**src/rtl/ad9866_gain_sched.sv**
```systemverilog
// AD9866 gain write scheduler: settles RX/TX gain inputs and issues
// one-at-a-time write requests to the SPI controller.

module ad9866_gain_chan #(
  parameter int SETTLE = 16
) (
  input  logic       clk,
  input  logic       reset_n,
  input  logic [5:0] gain_in,
  input  logic       grant,
  input  logic [5:0] code,
  output logic       pending,
  output logic [5:0] stl_code
);

  localparam int CW = $clog2(SETTLE + 1);
  localparam logic [CW-1:0] SMAX = CW'(SETTLE);

  logic [5:0]    prev;
  logic [5:0]    sent;
  logic [CW-1:0] cnt;
  logic          stable;
  logic          settled;
  logic          fresh;

  always_comb begin
    stable  = (gain_in == prev);
    settled = stable && (cnt == SMAX);
    fresh   = settled && (gain_in != sent);
  end

  // The change cycle itself counts as the first constant cycle.
  always_ff @(posedge clk) begin
    if (!reset_n) begin
      prev     <= '0;
      sent     <= '0;
      cnt      <= '0;
      pending  <= 1'b1;
      stl_code <= '0;
    end else begin
      prev <= gain_in;
      if (!stable)
        cnt <= CW'(1);
      else if (cnt != SMAX)
        cnt <= cnt + CW'(1);
      if (settled)
        stl_code <= gain_in;
      if (grant) begin
        sent    <= code;
        pending <= settled && (gain_in != code);
      end else if (fresh) begin
        pending <= 1'b1;
      end
    end
  end

endmodule

module ad9866_gain_sched #(
  parameter int HOLDOFF = 128,
  parameter int SETTLE  = 16,
  parameter int TIMEOUT = 255
) (
  input  logic       clk,
  input  logic       reset_n,
  input  logic [5:0] rx_gain_in,
  input  logic [5:0] tx_gain_in,
  input  logic       sen_n,
  output logic       ext_rx_rqst,
  output logic       ext_tx_rqst,
  output logic [5:0] rx_gain,
  output logic [5:0] tx_gain,
  output logic       busy,
  output logic       rqst_timeout
);

  localparam int CMAX = (HOLDOFF > TIMEOUT) ? HOLDOFF : TIMEOUT;
  localparam int CW   = $clog2(CMAX + 1);
  localparam logic [CW-1:0] HOLD_END = CW'(HOLDOFF - 1);
  localparam logic [CW-1:0] TO_END   = CW'(TIMEOUT - 1);

  typedef enum logic [1:0] {
    S_HOLD,
    S_IDLE,
    S_REQ,
    S_XFER
  } state_t;

  state_t        state;
  state_t        state_n;
  logic [CW-1:0] cnt;
  logic [CW-1:0] cnt_n;
  logic          rx_rq_n;
  logic          tx_rq_n;
  logic [5:0]    rx_code_n;
  logic [5:0]    tx_code_n;
  logic          last_tx;
  logic          last_tx_n;
  logic          to_n;
  logic          rx_grant;
  logic          tx_grant;
  logic          rx_pend;
  logic          tx_pend;
  logic [5:0]    rx_stl;
  logic [5:0]    tx_stl;

  ad9866_gain_chan #(
    .SETTLE (SETTLE)
  ) u_rx (
    .clk      (clk),
    .reset_n  (reset_n),
    .gain_in  (rx_gain_in),
    .grant    (rx_grant),
    .code     (rx_gain),
    .pending  (rx_pend),
    .stl_code (rx_stl)
  );

  ad9866_gain_chan #(
    .SETTLE (SETTLE)
  ) u_tx (
    .clk      (clk),
    .reset_n  (reset_n),
    .gain_in  (tx_gain_in),
    .grant    (tx_grant),
    .code     (tx_gain),
    .pending  (tx_pend),
    .stl_code (tx_stl)
  );

  always_comb begin
    state_n   = state;
    cnt_n     = cnt;
    rx_rq_n   = ext_rx_rqst;
    tx_rq_n   = ext_tx_rqst;
    rx_code_n = rx_gain;
    tx_code_n = tx_gain;
    last_tx_n = last_tx;
    to_n      = rqst_timeout;
    rx_grant  = 1'b0;
    tx_grant  = 1'b0;
    unique case (state)
      S_HOLD: begin
        if (cnt == HOLD_END) begin
          state_n = S_IDLE;
          cnt_n   = '0;
        end else begin
          cnt_n = cnt + CW'(1);
        end
      end
      S_IDLE: begin
        if (sen_n && (rx_pend || tx_pend)) begin
          state_n = S_REQ;
          cnt_n   = '0;
          // Alternate when both wait; RX first after reset.
          if (rx_pend && (!tx_pend || last_tx)) begin
            rx_rq_n   = 1'b1;
            rx_code_n = rx_stl;
            last_tx_n = 1'b0;
          end else begin
            tx_rq_n   = 1'b1;
            tx_code_n = tx_stl;
            last_tx_n = 1'b1;
          end
        end
      end
      S_REQ: begin
        if (!sen_n) begin
          rx_grant = ext_rx_rqst;
          tx_grant = ext_tx_rqst;
          rx_rq_n  = 1'b0;
          tx_rq_n  = 1'b0;
          state_n  = S_XFER;
        end else if (cnt == TO_END) begin
          rx_rq_n = 1'b0;
          tx_rq_n = 1'b0;
          to_n    = 1'b1;
          state_n = S_IDLE;
          cnt_n   = '0;
        end else begin
          cnt_n = cnt + CW'(1);
        end
      end
      S_XFER: begin
        if (sen_n)
          state_n = S_IDLE;
      end
      default: begin
        state_n = S_HOLD;
        cnt_n   = '0;
      end
    endcase
  end

  always_ff @(posedge clk) begin
    if (!reset_n) begin
      state        <= S_HOLD;
      cnt          <= '0;
      ext_rx_rqst  <= 1'b0;
      ext_tx_rqst  <= 1'b0;
      rx_gain      <= '0;
      tx_gain      <= '0;
      last_tx      <= 1'b1;
      rqst_timeout <= 1'b0;
    end else begin
      state        <= state_n;
      cnt          <= cnt_n;
      ext_rx_rqst  <= rx_rq_n;
      ext_tx_rqst  <= tx_rq_n;
      rx_gain      <= rx_code_n;
      tx_gain      <= tx_code_n;
      last_tx      <= last_tx_n;
      rqst_timeout <= to_n;
    end
  end

  assign busy = (state != S_IDLE);

endmodule
```
**config.mk**
```make
export PLATFORM = sky130hd
export DESIGN_NAME = ad9866_gain_sched
export DESIGN_NICKNAME = d
export VERILOG_FILES = /design/src/rtl/ad9866_gain_sched.sv
export SDC_FILE = /design/constraint.sdc
export NUM_CORES = 1
export LEC_CHECK = 0
export BUFFER_PORTS_ARGS = -buffer_cell sky130_fd_sc_hd__buf_4
export CAP_MARGIN = 5
export CORE_ASPECT_RATIO = 0.7
export CORE_MARGIN = 10
export CORE_UTILIZATION = 54
export CTS_CLUSTER_DIAMETER = 50
export DETAILED_ROUTE_END_ITERATION = 7
export GPL_TIMING_DRIVEN = 0
export MAX_ROUTING_LAYER = met4
export PLACE_DENSITY = 0.74
export SETUP_SLACK_MARGIN = 0.2
export SLEW_MARGIN = 5
export SYNTH_ARGS = -nofsm -noshare
export SYNTH_HDL_FRONTEND = slang
export SYNTH_SLANG_ARGS = --single-unit
```
**constraint.sdc**
```tcl
create_clock -name clk -period 1.4 [get_ports clk]
set_input_delay 0.07 -clock clk [delete_from_list [all_inputs] [get_ports clk]]
set_output_delay 0.07 -clock clk [all_outputs]
set_load 0.005 [all_outputs]
```
==> results of run 1 <==
## how the worst max path moves through the flow
stage | start | end | cells after the start
final | state[0] | u_tx.pending | 8
after CTS | state[0] | cnt[7] | 8
after global routing | state[0] | u_tx.pending | 8
after floorplan | state[0] | cnt[7] | 8
after global placement | u_rx.cnt[0] | u_rx.stl_code[5] | 6
after detailed placement | u_rx.cnt[0] | u_rx.stl_code[2] | 6
## sequential cells by signal, summed over array words and instances (netlist names), 2 cells and up
| register | flops |
|---|---|
| cnt | 8 |
| rx_gain | 6 |
| tx_gain | 6 |
| u_rx.prev | 6 |
| u_rx.sent | 6 |
| u_rx.stl_code | 6 |
| u_tx.prev | 6 |
| u_tx.sent | 6 |
| u_tx.stl_code | 6 |
| u_rx.cnt | 5 |
| u_tx.cnt | 5 |
| state | 2 |
## layout by cell type, fill, tap and decap left out, drive strengths merged, types with 4 or more instances in the layout
master,instances
buf,78
dfxtp,74
nor2,37
xnor2,37
mux2i,27
nand3,27
a21oi,19
nand2,17
o21ai,17
clkbuf,17
and2,15
inv,14
dlygate4sd3,12
ha,11
a31oi,9
nand4,9
o211ai,8
xor2,7
and4,4
## Yosys cell counts (all sizes together), types with 3 or more instances
cell,instances
nand3,27
nor2,37
dfxtp,74
mux2i,27
o21ai,17
clkbuf,7
and3,3
xnor2,37
buf,12
xor2,7
nand4,9
and4,4
and2,15
nor3,3
a31oi,9
o211ai,8
nand2,17
nor2b,3
inv,12
ha,11
a21oi,19
## timing repair
action | CTS | global route
setup buffers | 25 | 9
hold buffers | 11 | 1
pin swaps | 33 | 18
cloned | 2 | 0
endpoints found under the hold margin | 17 | 1
gates resized for setup | 69 | 53
setup endpoints to repair | 61 | 63
## worst register-to-register path, cell delays in order (launching register included)
cell	delay (ns)
dfxtp_4	0.38
inv_4	0.05
ha_4	0.15
buf_8	0.13
nand3b_1	0.18
buf_6	0.18
nand3_2	0.08
o211ai_2	0.15
a22oi_1	0.11
## layout make-up
type | count | area, µm² | area share
inverter | 13 | 56.30 | 0.01068
clock inverter | 6 | 62.56 | 0.01187
sequential | 74 | 1514 | 0.2871
tap | 91 | 113.9 | 0.02159
clock buffer | 10 | 137.6 | 0.02610
timing repair buffer | 78 | 665.6 | 0.1262
multi-input combinational | 284 | 2545 | 0.4827
buffer | 19 | 177.7 | 0.03370
## layer usage
metal,global-route usage,vias up,part of all wire
li1,-,1556,-
met2,0.3182,119,0.47
met5,-,-,0
met1,0.2521,1690,0.45
met3,0.05344,22,0.062
met4,0.06152,0,0.019
## through the flow
stage                     power (mW)    util
final                          4.711  0.8282
after global routing           4.847  0.8282
after CTS                      4.601  0.7811
after detailed placement       2.744  0.6551
after global placement         2.726  0.6551
after floorplan                2.574       -
## cells by family (layout without fill, tap and decap cells)
logic type	after synthesis	count (layout)
flops	74	74
compound gates	76	76
mux	27	27
buf+inv	32	126
simple gates	126	126
xor+xnor	44	44
fa+ha+maj	11	11
## power by group through the flow
stage	sequential, mW	combinational (mW)	clock [mW]
after global placement	2.25	0.480	0
after floorplan	2.24	0.334	0
final	2.21	0.767	1.74
after global routing	2.21	0.814	1.82
after CTS	2.20	0.670	1.73
after detailed placement	2.25	0.495	0
==> impl_results.md, run 1 <==
- Worst path max stage delay: 0.38 ns
- Detail Route Antenna Nets: 0
- CP max-delay cell: dfxtp_4
- Top cell family by delay on the critical path: flip-flops
- P_int: 3.401 mW
- # IOs: 31
- Final WL: 11,280 µm
- Row cnt: 24
- Maxcap violations: 0
- Root Driver: clkbuf_8
- Fillers: 361
- CP startpoint kind: register
- Initial antenna violation count: 0
- Pre-CTS setup slack: -0.2236 ns
- Placed cell area: 4170 µm²
- I/O Buffers: 30
- Fmax: 0.6520 GHz
- Area grow syn2layout: 45.16%
- Worst Path Max Fanout: 6
- Main synth FF type: dfxtp_1
- Total grt overflow: 0
- Post-Syn Area: 3632 µm²
- Clock transition at path regs: 0.08 ns
- Layout cells sized above 1: 0.4318
- Die Footprint: 10,460 µm²
- Fraction of registers with async set/reset: 0
- Required @ worst endpoint: 1.63 ns
- Final instance area: 5273 µm²
- Post-synth top area share: 0.4079
- Switching portion of total power: 0.2781
- Crit end category: register
- Crit share post-route: 1.096
- Total Routing Usage GR: 0.2025
- Diodes inserted: 0
- 1st-pass router iterations: 5
- Hold WC Path Type: in2reg
- Setup TNS: -2.727 ns
- Avg Cell Area, Syn: 9.313 µm²
- Post-synth EDFFs: 0
- Hold path cells: 3
- Core area: 6366 µm²
- Clock insertion delay at the later pin of the skew report: 0.36 ns
- Die height: 88.62 µm
- Rel. slew slack: 0.4836
- Switch Pwr: 1.310 mW
- Final hold vios: 0
- Largest family of logic cells by synthesized area: simple AND/OR/NAND/NOR gates
- Vias: 3,387
- Synth Area in Compound Gates: 0.1492
- Reg power frac: 0.468
- Final setup violation count: 44
- Unrepaired setup endpoints after global routing: true
- CTS Sinks: 74
- Seq/Total Area, Yosys: 0.4079
- Synth area leaders: dfxtp_1 (41%), xnor2_1 (8.9%), mux2i_1 (7.4%)
- Synth Instances: 390
- Routability cong.: 0.8131
- CTS tree: yes
- Min-Delay Endpoint: u_tx.stl_code[5]
- H-tree depth: 3
- R2R setup slack: -0.13 ns
- Adder-Cell Fraction of Synth Area: 0.03789
- Crit path time final: 1.534 ns
- Synth Net Count: 416
- Final Slew Violations: 0
- Chip Width: 118.0 µm
- Critical path type: reg2reg
- Static leakage: 2.071 nW
- Ys Warns: 0
- # nets final: 505
- Distinct cells, synth: 54
- DR DRC count: 0
- Reg-to-Reg End: u_tx.pending
- Final HPWL DP: 6445 µm
- Final cell count without fillers: 575
- Critical path arrival: 1.77 ns
- DR iter-0 viols: 253
- Worst R2R Start: state[0]
- Mux cell area share after synthesis: 0.07441
- Simple-gate share of the synthesized area: 0.1829
- Synth area leader: dfxtp_1
- CTS Buffer Depth: 2
- Buf/Inv on CP: 3
- Vias/cell: 5.890
- Power per cell area: 893.5 nW/µm²
- Final WS setup: -0.1337 ns
- Critical path cell sequence: inv_4 > ha_4 > buf_8 > nand3b_1 > buf_6 > nand3_2 > o211ai_2 > a22oi_1
- Hold slack: 0.01503 ns
- Global-route wire length before repair: 16,390 µm
- Peak supply drop: 0.4871 mV
- CTS Buf Count: 9
- Largest net degree at the start of global routing: 14
- Worst slew pin tran: 0.7746 ns
- Starting Density: 0.5706
- Synthesized flop and latch total: 74
- Worst-case reg-to-reg path depth: 8
- Clk pwr share: 0.369
- Status: finished with violations
- Clk_skew: 0.009385 ns
- Vias in the first global route: 3,159
- Number of instances in the placed design: 511
- Failing checks: negative setup slack
- Comb power frac: 0.163
- Hold path start: tx_gain_in[5]
- Synth Area in XOR/XNOR: 0.1061
- Wire per inst: 19.62 µm
(Power assumes the default switching activity.)
==> run 2, diff against run 1 <==
--- a/config.mk
+++ b/config.mk
@@ -9,12 +9,12 @@
 export CAP_MARGIN = 5
 export CORE_ASPECT_RATIO = 0.7
 export CORE_MARGIN = 10
-export CORE_UTILIZATION = 54
+export CORE_UTILIZATION = 42
 export CTS_CLUSTER_DIAMETER = 50
 export DETAILED_ROUTE_END_ITERATION = 7
 export GPL_TIMING_DRIVEN = 0
 export MAX_ROUTING_LAYER = met4
-export PLACE_DENSITY = 0.74
+export PLACE_DENSITY = 0.6
 export SETUP_SLACK_MARGIN = 0.2
 export SLEW_MARGIN = 5
 export SYNTH_ARGS = -nofsm -noshare
==> impl_results.md, run 2 (synthesis gave the netlist of run 1 again) <==
- Die Footprint: 12,830 µm² (+23%)
- Most frequent cells in the layout: buf_4 (63), dfxtp_1 (60), nor2_1 (35)
- Die height: 97.81 µm (+10%)
- Worst path max stage delay: 0.36 ns (-0.02 ns)
- Layout cells sized above 1: 0.4307 (-0.001146)
- Chip Width: 131.2 µm (+11%)
- Commonest non-fill, non-tap cell in the layout: buf_4
- Initial antenna violation count: 0 (unchanged)
- Largest Register: cnt
- Rel. slew slack: 0.5205 (+0.03687)
- Routability cong.: 0.8166 (+0.43%)
- Hold slack: 0.01214 ns (-0.002892 ns)
- M3 GR Usage: 0.04504 (-0.008399)
- Switch Pwr: 1.322 mW (+0.94%)
- Global routing's busiest layer: met2
- Global-route wire length before repair: 16,230 µm (-0.97%)
- Switching portion of total power: 0.2596 (-0.01843)
- Maxcap violations: 0 (unchanged)
- Status: finished with violations
- Clock transition at path regs: 0.06 ns (-0.02 ns)
- Hold WC Path Type: in2reg
- Detail Route Antenna Nets: 0 (unchanged)
- Area grow syn2layout: 44.75%
- Starting Density: 0.4302 (-0.1404)
- Wire per inst: 17.27 µm (-12%)
- Clock insertion delay at the later pin of the skew report: 0.34 ns (-0.02 ns)
- CTS Sinks: 74 (unchanged)
- Crit path time final: 1.541 ns (+0.006853 ns)
- Seq. cell area: 1509 µm² (-0.33%)
- # IOs: 31 (unchanged)
- Failing checks: negative setup slack
- Required @ worst endpoint: 1.61 ns (-0.02 ns)
- Final Slew Violations: 0 (unchanged)
- Critical path arrival: 1.75 ns (-0.02 ns)
- Final hold vios: 0 (unchanged)
- Grt met2 use: 0.2391 (-0.07908)
- Total grt overflow: 0 (unchanged)
- CP max-delay cell: dfxtp_4
- Core area: 8443 µm² (+33%)
- H-tree depth: 3 (unchanged)
- Worst Path Max Fanout: 8 (+2)
- Max reg flops: 8 (unchanged)
- Diodes inserted: 0 (unchanged)
- Crit share post-route: 1.100 (+0.004895)
- Comb power frac: 0.136 (-0.027)
- Clk_skew: 0.008370 ns (-0.001015 ns)
- Final HPWL DP: 6454 µm (+0.13%)
- DR iter-0 viols: 293 (+16%)
- CTS tree: yes
- I/O Buffers: 30 (unchanged)
- Clk pwr share: 0.430 (+0.061)
- Vias in the first global route: 3,110 (-1.6%)
- Vias/cell: 5.302 (-10%)
- 1st-pass router iterations: 4 (-1)
- Root Driver: clkbuf_16
- Vias: 3,160 (-6.7%)
- Row cnt: 28 (+17%)
- Peak supply drop: 0.6026 mV (+24%)
- Power per cell area: 968.7 nW/µm² (+8.4%)
- Fmax: 0.6491 GHz (-0.44%)
- Static leakage: 2.081 nW (+0.49%)
- Worst slew pin tran: 0.7193 ns (-0.05531 ns)
- P_int: 3.771 mW (+11%)
- Fillers: 690 (+91%)
- DR DRC count: 0 (unchanged)
- Largest net degree at the start of global routing: 13 (-1)
- Pwr Total: 5.093 mW (+8.1%)
- Final setup violation count: 45 (+2.3%)
- Total Routing Usage GR: 0.1602 (-0.04231)
- Met1 Use GR: 0.2055 (-0.04655)
- Critical path cell sequence: inv_2 > ha_2 > buf_6 > nand4_4 > mux2i_1 > nor2_1
- Critical path type: reg2reg
- Reg power frac: 0.434 (-0.034)
- Crit end category: register
- CP startpoint kind: register
- # nets final: 498 (-1.4%)
- Area of the multi-input gates: 2512 µm² (-1.3%)
- Pre-CTS setup slack: -0.1220 ns (+0.1016 ns)
- CTS Buf Count: 9 (unchanged)
- Unrepaired setup endpoints after global routing: true
- Final WL: 10,300 µm (-8.8%)
- Final WS setup: -0.1406 ns (-0.006853 ns)
- CTS Buffer Depth: 2 (unchanged)
-- run 2: timing repair --
item                                   CTS  global route
gates resized for setup                 56            50
hold buffers                             1             0
pin swaps                               31            25
endpoints found under the hold margin    1             0
setup endpoints to repair               61            63
setup buffers                           23            15
gates cloned                             1             1
-- run 2: final timing paths --
| path | startpoint | end | slack [ns] | cells past startpoint |
|---|---|---|---|---|
| setup / recovery | state[1] | tx_gain[1] | -0.14 | 6 |
| hold / removal | rx_gain_in[3] | u_rx.prev[3] | 0.01 | 2 |
| setup reg to reg | state[1] | tx_gain[1] | -0.14 | 6 |
| hold reg to reg | u_rx.stl_code[0] | u_rx.stl_code[0] | 0.47 | 2 |
-- run 2: final cells by class --
type | count | share of cell area
flip-flops and latches | 74 | 0.2870
repair buffers | 71 | 0.1116
plain buffers | 19 | 0.03141
well taps | 120 | 0.02856
clock inverters | 4 | 0.005236
inverters | 13 | 0.01023
clock buffers | 11 | 0.04807
multi-input cells | 284 | 0.4779
-- run 2: through the flow --
stage	TNS [ns]	area [µm²]	cells	utilization
3_3_place_gp	-1.781	4207	540	0.4982
3_5_place_dp	-2.206	4207	540	0.4982
4_1_cts	-1.289	4897	580	0.5800
2_1_floorplan	0	3831	390	-
6_report	-2.427	5258	596	0.6227
5_1_grt	-6.149	5258	596	0.6227
-- run 2: power by group through the flow --
stage                     clock (mW)  combinational [mW]  sequential, mW
final                           2.19               0.694            2.21
after CTS                       2.22               0.599            2.20
after floorplan                    0               0.334            2.24
after detailed placement           0               0.492            2.25
after global routing            2.32               0.753            2.22
after global placement             0               0.488            2.25
-- run 2: critical path: cells and delay by family (launching register included) --
kind / cells / cell delay (ns)
adders and majority gates: 1 / 0.19
buffers and inverters: 2 / 0.23
DFF: 1 / 0.36
muxes: 1 / 0.32
and+or+nand+nor: 2 / 0.30
-- run 2: routing by layer --
layer | routed length (µm) | up-vias | part of all wire
met5 | 0 | - | 0
met4 | 134 | 0 | 0.013
met3 | 575 | 11 | 0.056
met2 | 4629 | 72 | 0.45
met1 | 4955 | 1533 | 0.48
li1 | - | 1544 | -
==> run 3, diff against run 2 <==
--- a/config.mk
+++ b/config.mk
@@ -16,6 +16,7 @@
 export MAX_ROUTING_LAYER = met4
 export PLACE_DENSITY = 0.6
 export SETUP_SLACK_MARGIN = 0.2
+export SKIP_LAST_GASP = 1
 export SLEW_MARGIN = 5
 export SYNTH_ARGS = -nofsm -noshare
 export SYNTH_HDL_FRONTEND = slang
==> impl_results.md, run 3 (synthesis gave the netlist of run 1 again) <==
- Routability cong.: 0.8166 (unchanged)
- Global routing's busiest layer: met2
- Fillers: 688 (-0.29%)
- Final HPWL DP: 6454 µm (unchanged)
- Core area: 8443 µm² (unchanged)
- # nets final: 499 (+0.20%)
- Top cell family by delay on the critical path: flip-flops
- Reg power frac: 0.433 (about the same)
- Crit path time final: 1.531 ns (-0.009257 ns)
- # IOs: 31 (unchanged)
- Failing checks: negative setup slack
- Switching portion of total power: 0.2599 (about the same)
- Final setup violation count: 45 (unchanged)
- Vias: 3,151 (-0.28%)
- Final Slew Violations: 0 (unchanged)
- Peak supply drop: 0.6421 mV (+6.6%)
- Power per cell area: 966.8 nW/µm² (-0.20%)
- Met1 Use GR: 0.2061 (+0.0006044)
- Comb power frac: 0.137 (about the same)
- Rel. slew slack: 0.5285 (+0.007998)
- H-tree depth: 3 (unchanged)
- Worst-case reg-to-reg path depth: 6 (unchanged)
- Die height: 97.81 µm (unchanged)
- Critical path arrival: 1.74 ns (about the same)
- Reg-to-Reg End: tx_gain[1]
- Largest Register: cnt
- Worst slew pin tran: 0.7073 ns (-0.01200 ns)
- Root Driver: clkbuf_16
- Maxcap violations: 0 (unchanged)
- Setup TNS: -2.388 ns (+0.03916 ns)
- Seq. cell area: 1508 µm² (about the same)
- M3 GR Usage: 0.04504 (unchanged)
- Final WL: 10,270 µm (-0.24%)
- Detail Route Antenna Nets: 0 (unchanged)
- Diodes inserted: 0 (unchanged)
- Required @ worst endpoint: 1.61 ns (about the same)
- Crit. Startpoint: state[1]
- Grt met2 use: 0.2411 (+0.001938)
- Row cnt: 28 (unchanged)
- CTS tree: yes
- CP startpoint kind: register
- Area grow syn2layout: 45.30%
- Clk pwr share: 0.430 (about the same)
- CP max-delay cell: dfxtp_4
- CTS Buf Count: 9 (unchanged)
- Hold path cells: 2 (unchanged)
- Clock transition at path regs: 0.06 ns (about the same)
- 1st-pass router iterations: 4 (unchanged)
- Global-route wire length before repair: 16,330 µm (+0.60%)
- Unrepaired setup endpoints after global routing: true
- DR iter-0 viols: 243 (-17%)
- CTS Sinks: 74 (unchanged)
- Clock insertion delay at the later pin of the skew report: 0.34 ns (about the same)
- Clk_skew: 0.01011 ns (+0.001739 ns)
- Critical path cell sequence: inv_2 > ha_2 > buf_6 > nand4_4 > mux2i_1 > nor2_1
- Worst R2R Start: state[1]
- Chip Width: 131.2 µm (unchanged)
- Hold path start: rx_gain_in[3]
- Total Routing Usage GR: 0.1609 (+0.0007775)
- Die Footprint: 12,830 µm² (unchanged)
- Buf/Inv on CP: 2 (unchanged)
- Status: finished with violations
- Min-Delay Endpoint: u_rx.prev[3]
- Area of the multi-input gates: 2519 µm² (+0.25%)
- Critical path type: reg2reg
- Static leakage: 2.089 nW (+0.40%)
- R2R setup slack: -0.13 ns (about the same)
- Commonest non-fill, non-tap cell in the layout: buf_4
- Final hold vios: 0 (unchanged)
- Initial antenna violation count: 0 (unchanged)
- Wire per inst: 17.20 µm (-0.41%)
- Vias in the first global route: 3,132 (+0.71%)
- Final WS setup: -0.1313 ns (+0.009257 ns)
- Hold WC Path Type: in2reg
- I/O Buffers: 30 (unchanged)
- P_int: 3.776 mW (+0.15%)
- Largest net degree at the start of global routing: 13 (unchanged)
- CTS Buffer Depth: 2 (unchanged)
- Most frequent cells in the layout: buf_4 (62), dfxtp_1 (61), nor2_1 (35)
- Switch Pwr: 1.326 mW (+0.27%)
- Worst Path Max Fanout: 8 (unchanged)
- Crit share post-route: 1.094 (-0.006612)
- Layout cells sized above 1: 0.4298 (-0.0009029)
- Total grt overflow: 0 (unchanged)
- DR DRC count: 0 (unchanged)
- Fmax: 0.6530 GHz (+0.60%)
- Post-layout util: 0.6251 (+0.002371)
- Max reg flops: 8 (unchanged)
- Worst path max stage delay: 0.36 ns (about the same)
- Crit end category: register
- Vias/cell: 5.278 (-0.45%)
- Starting Density: 0.4302 (unchanged)
run 3: how the worst max path moves through the flow:
stage,cells past startpoint,end,slack [ns]
2_1_floorplan,8,cnt[7],0.05
3_3_place_gp,6,u_rx.stl_code[4],-0.1
3_5_place_dp,6,u_rx.stl_code[5],-0.12
4_1_cts,5,cnt[2],-0.1
5_1_grt,6,tx_gain[1],-0.21
6_report,6,tx_gain[1],-0.13
run 3: stage by stage:
stage / instance area [µm²] / setup WS (ns) / total power, mW / cells / hold WS [ns]
global route: 5278 / -0.2149 / 5.295 / 597 / 0.01393
CTS: 4883 / -0.09553 / 5.019 / 580 / 0.00005346
finish: 5278 / -0.1313 / 5.102 / 597 / 0.01411
detailed placement: 4207 / -0.1220 / 2.740 / 540 / 0.3414
floorplan: 3831 / 0.04795 / 2.574 / 390 / 0.1917
global placement: 4207 / -0.09986 / 2.735 / 540 / 0.3427
run 3: layout make-up:
type                            count  area share
Timing Repair Buffer               72      0.1140
Clock buffer                       11     0.04789
Inverter                           13     0.01019
Clock inverter                      4    0.005216
Sequential cell                    74      0.2857
Buffer                             19     0.03129
Multi-Input combinational cell    284      0.4772
Tap cell                          120     0.02845
run 3: metal layers:
layer,part of all wire,up-vias
met4,0.011,0
met1,0.48,1532
met3,0.054,11
li1,-,1543
met5,0,-
met2,0.45,65
run 3: timing repair:
item / 4_1_cts / 5_1_grt
hold buffers: 1 / 0
pin swaps: 31 / 27
cloned: 1 / 1
endpoints found under the setup margin: 61 / 63
gates resized for setup: 52 / 54
setup buffers: 23 / 16
hold endpoints to repair: 1 / 0
run 3: power groups by stage:
| stage | registers (mW) | logic, mW | clock network (mW) |
|---|---|---|---|
| 2_1_floorplan | 2.24 | 0.334 | 0 |
| 3_3_place_gp | 2.25 | 0.488 | 0 |
| 3_5_place_dp | 2.25 | 0.492 | 0 |
| 4_1_cts | 2.20 | 0.595 | 2.22 |
| 5_1_grt | 2.22 | 0.761 | 2.32 |
| 6_report | 2.21 | 0.699 | 2.19 |
